`src/rtl/i2c_pkg.sv`:
```
// rtl/i2c_pkg.sv - command codes, sequencer states and quarter-phase pin table for i2c_master
package i2c_pkg;

    localparam logic [2:0] CMD_NOP       = 3'd0;
    localparam logic [2:0] CMD_START     = 3'd1;
    localparam logic [2:0] CMD_STOP      = 3'd2;
    localparam logic [2:0] CMD_WRITE     = 3'd3;
    localparam logic [2:0] CMD_READ_ACK  = 3'd4;
    localparam logic [2:0] CMD_READ_NACK = 3'd5;

    typedef enum logic [2:0] {
        ST_IDLE, ST_START, ST_STOP, ST_WRITE, ST_READ, ST_ACK, ST_DONE
    } state_t;

    localparam logic [1:0] Q0 = 2'd0;
    localparam logic [1:0] Q1 = 2'd1;
    localparam logic [1:0] Q2 = 2'd2;
    localparam logic [1:0] Q3 = 2'd3;

    // Returns {scl, sda} drive for a quarter; data_bit is the SDA level of a data/ACK bit.
    function automatic logic [1:0] quarter_pins(state_t st, logic [1:0] q, logic data_bit);
        logic [1:0] p;
        p = 2'b11;
        case (st)
            ST_START: p = (q == Q0 || q == Q1) ? 2'b11 : (q == Q2) ? 2'b10 : 2'b00;
            ST_STOP:  p = (q == Q0) ? 2'b00 : (q == Q1) ? 2'b10 : 2'b11;
            ST_WRITE, ST_READ, ST_ACK: p = {(q == Q1 || q == Q2), data_bit};
            default:  p = 2'b11;
        endcase
        return p;
    endfunction

endpackage

```
`src/rtl/i2c_quarter_tick.sv`:
```
// rtl/i2c_quarter_tick.sv - quarter-bit down-counter producing end-of-quarter ticks with hold
module i2c_quarter_tick #(
    parameter int CLK_DIV   = 125,
    parameter int DIV_WIDTH = 16
) (
    input  logic clk,
    input  logic reset,
    input  logic restart,
    input  logic hold,
    output logic tick,
    output logic pre_tick
);

    localparam logic [DIV_WIDTH-1:0] RELOAD = DIV_WIDTH'(CLK_DIV - 1);

    logic [DIV_WIDTH-1:0] cnt;

    always_ff @(posedge clk or posedge reset) begin
        if (reset) begin
            cnt <= RELOAD;
        end else if (restart || (cnt == '0 && !hold)) begin
            cnt <= RELOAD;
        end else if (!hold) begin
            cnt <= cnt - DIV_WIDTH'(1);
        end
    end

    // pre_tick flags that the next cycle is the final cycle of the current quarter
    assign tick     = (cnt == '0) && !hold;
    assign pre_tick = (cnt == DIV_WIDTH'(1)) && !hold;

endmodule

```
`src/rtl/i2c_master.sv`:
```
// rtl/i2c_master.sv - byte-level I2C master sequencer; I2C_CLOCK_STRETCH_EN enables SCL stretching
module i2c_master #(
    parameter int CLK_DIV   = 125,
    parameter int DIV_WIDTH = 16
) (
    input  logic       clk,
    input  logic       reset,
    input  logic       cmd_valid,
    output logic       cmd_ready,
    input  logic [2:0] cmd,
    input  logic [7:0] wr_data,
    output logic [7:0] rd_data,
    output logic       rd_ack,
    output logic       done,
    input  logic       ext_scl_i,
    output logic       ext_scl_o,
    input  logic       ext_sda_i,
    output logic       ext_sda_o
);
    import i2c_pkg::*;

    state_t     state, cmd_st;
    logic [1:0] quarter;
    logic [2:0] bit_idx;
    logic [7:0] shreg;
    logic       is_read, ack_level, sample_pend;
    logic       accept, active, last_bit, hold, tick, pre_tick, finish, data_bit, next_bit;

    assign accept   = cmd_valid && cmd_ready;
    assign active   = state inside {ST_START, ST_STOP, ST_WRITE, ST_READ, ST_ACK};
    assign last_bit = state inside {ST_START, ST_STOP, ST_ACK};

`ifdef I2C_CLOCK_STRETCH_EN
    assign hold = active && (quarter == Q1 || quarter == Q2) && !ext_scl_i;
`else
    logic unused_scl;
    assign unused_scl = ext_scl_i;
    assign hold       = 1'b0;
`endif

    i2c_quarter_tick #(.CLK_DIV(CLK_DIV), .DIV_WIDTH(DIV_WIDTH)) u_tick (
        .clk      (clk),
        .reset    (reset),
        .restart  (accept),
        .hold     (hold),
        .tick     (tick),
        .pre_tick (pre_tick)
    );

    // done must coincide with the final cycle of q3, so it is raised one cycle early
    assign finish = last_bit && ((CLK_DIV == 1) ? (quarter == Q2 && tick) : (quarter == Q3 && pre_tick));

    always_comb begin
        cmd_st = ST_DONE;
        case (cmd)
            CMD_NOP:                     cmd_st = ST_DONE;
            CMD_START:                   cmd_st = ST_START;
            CMD_STOP:                    cmd_st = ST_STOP;
            CMD_WRITE:                   cmd_st = ST_WRITE;
            CMD_READ_ACK, CMD_READ_NACK: cmd_st = ST_READ;
            default:                     cmd_st = ST_DONE;
        endcase
    end

    always_comb begin
        data_bit = 1'b1;
        if (state == ST_WRITE)
            data_bit = shreg[7];
        else if (state == ST_ACK && is_read)
            data_bit = ack_level;
        next_bit = 1'b1;
        if (bit_idx == 3'd7)
            next_bit = is_read ? ack_level : 1'b1;
        else if (state == ST_WRITE)
            next_bit = shreg[6];
    end

    always_ff @(posedge clk or posedge reset) begin
        if (reset) begin
            state       <= ST_IDLE;
            quarter     <= Q0;
            bit_idx     <= '0;
            shreg       <= '0;
            is_read     <= 1'b0;
            ack_level   <= 1'b1;
            sample_pend <= 1'b0;
            cmd_ready   <= 1'b1;
            done        <= 1'b0;
            rd_data     <= '0;
            rd_ack      <= 1'b0;
            ext_scl_o   <= 1'b1;
            ext_sda_o   <= 1'b1;
        end else begin
            done        <= 1'b0;
            sample_pend <= active && tick && quarter == Q1;
            if (sample_pend) begin
                if (state == ST_READ)
                    shreg <= {shreg[6:0], ext_sda_i};
                if (state == ST_ACK && !is_read)
                    rd_ack <= ext_sda_i;
            end
            case (state)
                ST_IDLE: if (accept) begin
                    cmd_ready <= 1'b0;
                    quarter   <= Q0;
                    bit_idx   <= '0;
                    shreg     <= wr_data;
                    is_read   <= (cmd == CMD_READ_ACK) || (cmd == CMD_READ_NACK);
                    ack_level <= (cmd != CMD_READ_ACK);
                    state     <= cmd_st;
                    if (cmd_st == ST_DONE)
                        done <= 1'b1;
                    else
                        {ext_scl_o, ext_sda_o} <= quarter_pins(cmd_st, Q0, (cmd_st != ST_WRITE) || wr_data[7]);
                end
                ST_DONE: begin
                    state     <= ST_IDLE;
                    cmd_ready <= 1'b1;
                end
                default: if (finish) begin
                    state <= ST_DONE;
                    done  <= 1'b1;
                    {ext_scl_o, ext_sda_o} <= quarter_pins(state, Q3, data_bit);
                    if (state == ST_ACK && is_read)
                        rd_data <= shreg;
                end else if (tick) begin
                    if (quarter != Q3) begin
                        quarter <= quarter + 2'd1;
                        {ext_scl_o, ext_sda_o} <= quarter_pins(state, quarter + 2'd1, data_bit);
                    end else begin
                        quarter <= Q0;
                        bit_idx <= bit_idx + 3'd1;
                        if (state == ST_WRITE)
                            shreg <= {shreg[6:0], 1'b0};
                        if (bit_idx == 3'd7)
                            state <= ST_ACK;
                        {ext_scl_o, ext_sda_o} <= {1'b0, next_bit};
                    end
                end
            endcase
        end
    end

endmodule

```
`config.mk`:
```
export PLATFORM = sky130hd
export DESIGN_NAME = i2c_master
export DESIGN_NICKNAME = d
export VERILOG_FILES = /design/src/rtl/i2c_pkg.sv /design/src/rtl/i2c_quarter_tick.sv /design/src/rtl/i2c_master.sv
export SDC_FILE = /design/constraint.sdc
export NUM_CORES = 1
export LEC_CHECK = 0
export BUFFER_PORTS_ARGS = -buffer_cell sky130_fd_sc_hd__buf_2
export CORE_MARGIN = 2
export CORE_UTILIZATION = 26
export DETAILED_ROUTE_END_ITERATION = 7
export PLACE_DENSITY = 0.48
export SKIP_LAST_GASP = 1
export SYNTH_ARGS = -nofsm -noshare
export SYNTH_HDL_FRONTEND = slang
export SYNTH_SLANG_ARGS = --single-unit
```
`constraint.sdc`:
```
create_clock -name clk -period 2.3 [get_ports clk]
set_input_delay 0.69 -clock clk [delete_from_list [all_inputs] [get_ports clk]]
set_output_delay 0.69 -clock clk [all_outputs]
set_load 0.02 [all_outputs]
```
==> impl_metrics.toml, run 1 <==
[clocking]
clk_pin_slew_ns = 0.09
clk_latency_ns = 0.31
cts-root-buf = "clkbuf_8"
cts_made_buffers = 5
cts_hold_buf = 0
cts-resized-gates = 0
ctsHtreeMaxLevel = 2
cts_buffer_depth = 2
cts_tree = "built"
clock_sinks = 48

[cells_and_area]
layout_commonest_cell = "nand2_1"
final_cells = 458
nets = 348
diodes = 0
final_cell_mix = "nand2_1 (45), dfrtp_1 (39), nor2_1 (30)"
nFillCells = 1043
syn_to_final_growth_pct = 20.7
layout-drive-gt1-share_pct = 27.1

[grt]
track_usage_pct = 12.3
overflow = 0
grt_max_degree = 49
antenna_found_initial = 0
grt_pass1_vias = 2142
grt_pass1_wl_um = 10900

[floorplanning]
io_pins = 29
fp.coreArea_mm2 = 0.00986
die_w_um = 105
die_y_um = 105
die_area_mm2 = 0.0111
initial_utilization_pct = 27.0
num_rows = 36

[synthesis]
ys.flop_type = "dfrtp_1"
synth_warnings = 0
synthCells = 281
synthArstFlopShare_pct = 100
syn-cell-area_mm2 = 0.00267
synth.distinct_cells = 49
synth_edf_count = 0
synth_top_area_cell = "dfrtp_1"
synthTopCellsByArea = "dfrtp_1 (37%), dfstp_2 (8.9%), nand2_1 (6.3%)"
yosysSeqAreaShare_pct = 45.5
synth_fp_nets = 305
synth-seq-cells = 48
syn_area_per_cell_um2 = 9.49
synth_top_area_share_pct = 36.6

[sta]
setup_violations = 0
skew_ns = 0.00582
maxSlewViolCount = 0
timing.fmax_mhz = 451
finalCritPeriodShare_pct = 96.3
min_period_ns = 2.22
worst_pin_slew_ns = 0.625
maxSlewHeadroom_pct = 58.1
hold_viol = 0
timing.hold.ws_ns = 0.407

[worst_setup_path]
worstPathArrival_ns = 2.42
critPathMaxFanout = 5
required_ns = 2.50
critPathKind = "flop to flop"
cp-start-kind = "flop"
crit_path_end_kind = "flop"

[power_and_ir_drop]
p_sw_uw = 344
swShare_pct = 20.9
p_int_uw = 1300
peakVddDrop_mv = 0.217
seqPwrFrac_pct = 51.5
leakage_uw = 0.00148
power_density_mw_per_mm2 = 510
clockPowerShare_pct = 45.8
comb_power_share_pct = 2.8

[placed_design]
numPortBuffers = 27
dp_cells = 447
dpl.hpwl_um = 4750
gp_congestion = 0.794

[routing]
dr_total_vias = 2208
antenna_left = 0
vias_per_cell = 4.82
drt_wl_total_um = 6600
firstDrtPassIters = 4
drcViolationCount = 0
drt_iter0_markers = 91
wl_per_cell_um = 14.4

[status]
outcome = "finished, final reports clean"

[flow_run]
maxCapViolations = 0

[worst_hold_path]
hold_class = "primary input to async pin"
cell type report:
class | count | area [um^2] | area share [%]
Multi-Input combinational cell | 217 | 1400 | 43.3
Sequential cell | 48 | 1210 | 37.6
Timing Repair Buffer | 45 | 283 | 8.78
Tap cell | 133 | 166 | 5.17
Clock buffer | 5 | 68.8 | 2.14
Clock inverter | 3 | 68.8 | 2.14
Inverter | 7 | 26.3 | 0.816
routing by layer:
metal	share of wire, %	track usage (%)
met1	48	17.0
met5	0	0
met2	47	19.6
met3	3.0	2.29
met4	1.3	3.71
path summary, 6_finish.rpt:
kind	to	slack (ns)	from	depth (start not counted)
setup reg to reg	state[1]	0.08	u_tick.cnt[10]	6
max in group asynchronous	u_tick.cnt[2]	1.62	reset	3
hold / removal	rd_data[3]	0.41	reset	3
hold reg to reg	ext_sda_o	0.46	ext_sda_o	2
min in group clk	ext_sda_o	0.46	ext_sda_o	2
setup / recovery	state[1]	0.08	u_tick.cnt[10]	6
state kept, by name (all words and copies together), names as in the netlist:
name,flops
ack_level,1
bit_idx,3
cmd_ready,1
done,1
ext_scl_o,1
ext_sda_o,1
is_read,1
quarter,2
rd_ack,1
rd_data,8
sample_pend,1
shreg,8
state,3
u_tick.cnt,16
cell families (layout without fill, tap and decap cells):
logic type,after synthesis,in the layout,share of synthesized area [%]
AND/OR/NAND/NOR,127,127,24.7
AO/OA/AOI/OAI,53,53,12.7
flip-flops,48,48,45.5
buffers and inverters,16,60,2.25
multiplexers,15,15,6.52
XOR/XNOR,14,14,4.60
adder cells (fa/ha/maj),8,8,3.75
critical path, cell delays in order (launching register included):
cell       delay (ns)
dfrtp_1          0.44
nor4_4           0.42
nand4_4          0.20
or3_4            0.41
and2_4           0.18
o2bb2ai_2        0.15
mux2_4           0.31
synthesized netlist by cell type, types with 3 or more instances:
| cell | number |
|---|---|
| xor2_1 | 5 |
| a21oi_1 | 18 |
| nor2_1 | 30 |
| clkbuf_1 | 8 |
| ha_1 | 8 |
| nand2_1 | 45 |
| o21ai_0 | 13 |
| nand4_1 | 3 |
| nor2b_1 | 4 |
| dfrtp_1 | 39 |
| dfstp_2 | 9 |
| nand3_1 | 18 |
| a21o_1 | 3 |
| inv_1 | 7 |
| xnor2_1 | 9 |
| nand3b_1 | 5 |
| nor3_1 | 5 |
| mux2_2 | 11 |
power by group through the flow:
stage	combinational, uW	clock, uW	sequential [uW]
after floorplan	19.9	0	862
after global placement	47.5	0	862
after detailed placement	46.7	0	862
after CTS	46.7	778	846
after global routing	50.9	815	846
final	45.2	752	846
per-stage QoR:
stage	setup TNS [ns]	util, %	cell area [um^2]	total power (uW)	setup slack, ns
2_1_floorplan	0	-	2670	882	0.199
3_3_place_gp	0	31.0	3060	909	0.116
3_5_place_dp	0	31.0	3060	909	0.0707
4_1_cts	0	32.4	3200	1670	0.0421
5_1_grt	-0.00860	32.6	3220	1710	-0.00646
6_report	0	32.6	3220	1640	0.0842
what timing repair did:
action / in CTS / in global routing
endpoints found under the setup margin: 0 / 5
endpoints found under the hold margin: 0 / 0
buffers inserted: 0 / 3
Power figures use the tool's default switching activity.
==> run 2, diff against run 1 <==
==> constraint.sdc (replaced) <==
create_clock -name clk -period 2.3 [get_ports clk]
set_input_delay 0.23 -clock clk [delete_from_list [all_inputs] [get_ports clk]]
set_output_delay 0.23 -clock clk [all_outputs]
set_load 0.02 [all_outputs]
==> run 2 against run 1 <==
  * Power down 7.0%
  * Combinational power fell by 6.0%
  * Clock power down 15%
  * Largest cell class unchanged
  * Global-route usage decreased by 0.16 points
  * Flip-flop and latch count unchanged
  * Clock skew increased by 0.0018 ns
  * Utilization down 0.28 points
==> impl_metrics.toml, run 2 (synthesized netlist as in run 1, its figures left out) <==
[routing]
vias_per_cell = 4.73
antenna_left = 0
firstDrtPassIters = 4
drt_wl_total_um = 6500
drcViolationCount = 0
drt_iter0_markers = 101
wl_per_cell_um = 14.2
dr_total_vias = 2172

[cells_and_area]
final_area_mm2 = 0.00319
top_regs = "u_tick.cnt: 16 flops, rd_data: 8 flops, shreg: 8 flops"
largest_reg_flops = 16
multi_input_area_mm2 = 0.00140
largest_register = "u_tick.cnt"
diodes = 0
layout_commonest_cell = "nand2_1"
final_cell_mix = "nand2_1 (45), dfrtp_1 (39), nor2_1 (30)"
layout-drive-gt1-share_pct = 27.3
syn_to_final_growth_pct = 19.7
nFillCells = 1048
regArea_mm2 = 0.00121
nets = 349

[floorplanning]
initial_utilization_pct = 27.0
die_y_um = 105
die_w_um = 105
fp.coreArea_mm2 = 0.00986
num_rows = 36
die_area_mm2 = 0.0111
io_pins = 29

[grt]
use_met1_pct = 16.9
use_met2_pct = 19.7
grt_max_degree = 49
overflow = 0
grt_pass1_vias = 2166
antenna_found_initial = 0
track_usage_pct = 12.2
grt_pass1_wl_um = 10800
use_met3_pct = 2.29
grt_most_used_layer = "met2"

[clocking]
cts-root-buf = "clkbuf_8"
cts_made_buffers = 5
cts_tree = "built"
ctsHtreeMaxLevel = 2
clk_pin_slew_ns = 0.10
clock_sinks = 48
clk_latency_ns = 0.30
cts_buffer_depth = 2

[worst_setup_path]
max_stage_delay_ns = 0.43
required_ns = 2.50
crit_path_end_kind = "flop"
path_delay_family = "simple AND/OR/NAND/NOR gates"
reg2reg_depth = 6
cp_slowest_cell = "dfrtp_1"
cp-start-kind = "flop"
reg2reg_slack_ns = 0.14
path_buf_inv = 0
critPathKind = "flop to flop"
crit_chain = "nor4_4 -> nand4_4 -> or3_4 -> and2_4 -> o2bb2ai_2 -> mux2_4"
crit_cells = 6
worstPathArrival_ns = 2.36
critPathMaxFanout = 5

[sta]
rsz0062_at_grt = "no"
hold_viol = 0
timing.fmax_mhz = 463
setup_violations = 0
maxSlewHeadroom_pct = 54.0
worst_pin_slew_ns = 0.686
min_period_ns = 2.16
skew_ns = 0.00758
finalCritPeriodShare_pct = 93.9
tns_ns = 0
maxSlewViolCount = 0

[power_and_ir_drop]
peakVddDrop_mv = 0.243
report.power.total_uw = 1530
clockPowerShare_pct = 41.8
power_density_mw_per_mm2 = 478
leakage_uw = 0.00147
comb_power_share_pct = 2.8
p_sw_uw = 341
seqPwrFrac_pct = 55.4
p_int_uw = 1190
swShare_pct = 22.3

[placed_design]
numPortBuffers = 27
dpl.hpwl_um = 4760
placed_cell_area_mm2 = 0.00306
gp_congestion = 0.782

[worst_hold_path]
hold_class = "primary input to async pin"

[status]
outcome = "finished, final reports clean"

[flow_run]
maxCapViolations = 0
-- run 2: cell type report --
type / count / area share, %
Clock inverter: 3 / 1.45
Multi-Input combinational cell: 217 / 43.7
Tap cell: 133 / 5.21
Inverter: 7 / 0.823
Clock buffer: 5 / 2.16
Sequential cell: 48 / 38.0
Timing Repair Buffer: 46 / 8.70
-- run 2: final timing paths --
path | start | endpoint
hold / removal | reset | rd_data[1]
setup reg to reg | u_tick.cnt[10] | state[2]
hold reg to reg | ext_sda_o | ext_sda_o
min in group clk | wr_data[6] | shreg[6]
setup / recovery | u_tick.cnt[10] | state[2]
max in group asynchronous | reset | bit_idx[1]
-- run 2: layer usage --
layer	wire, um	vias to the layer above	part of all wire, %
met5	0	-	0
li1	-	1071	-
met3	222	5	3.4
met1	3110	1067	48
met4	59	0	0.91
met2	3110	29	48
-- run 2: stage by stage --
stage | hold WS [ns] | setup WS [ns] | cells | utilization [%]
final | 0.0692 | 0.140 | 459 | 32.4
after global routing | 0.126 | 0.0319 | 459 | 32.4
after CTS | 0.0966 | 0.0703 | 456 | 32.1
after detailed placement | 0.432 | 0.0907 | 448 | 31.0
after global placement | 0.435 | 0.128 | 448 | 31.0
after floorplan | 0.347 | 0.199 | 281 | -
-- run 2: what timing repair did --
item                                   4_1_cts  5_1_grt
setup buffers                                0        3
endpoints found under the hold margin        0        0
resized for setup                            0        1
hold buffers                                 0        0
setup endpoints to repair                    0        3
-- run 2: power groups by stage --
stage                     clock network, uW  registers [uW]  logic, uW
after global routing                    698             846       48.6
after floorplan                           0             862       19.9
after global placement                    0             862       44.6
after CTS                               658             846       44.6
final                                   639             846       42.5
after detailed placement                  0             862       44.1
-- run 2: tightest hold or removal path, delay by kind of cell --
family	cells	cell delay, ns
buffers and inverters	3	0.62
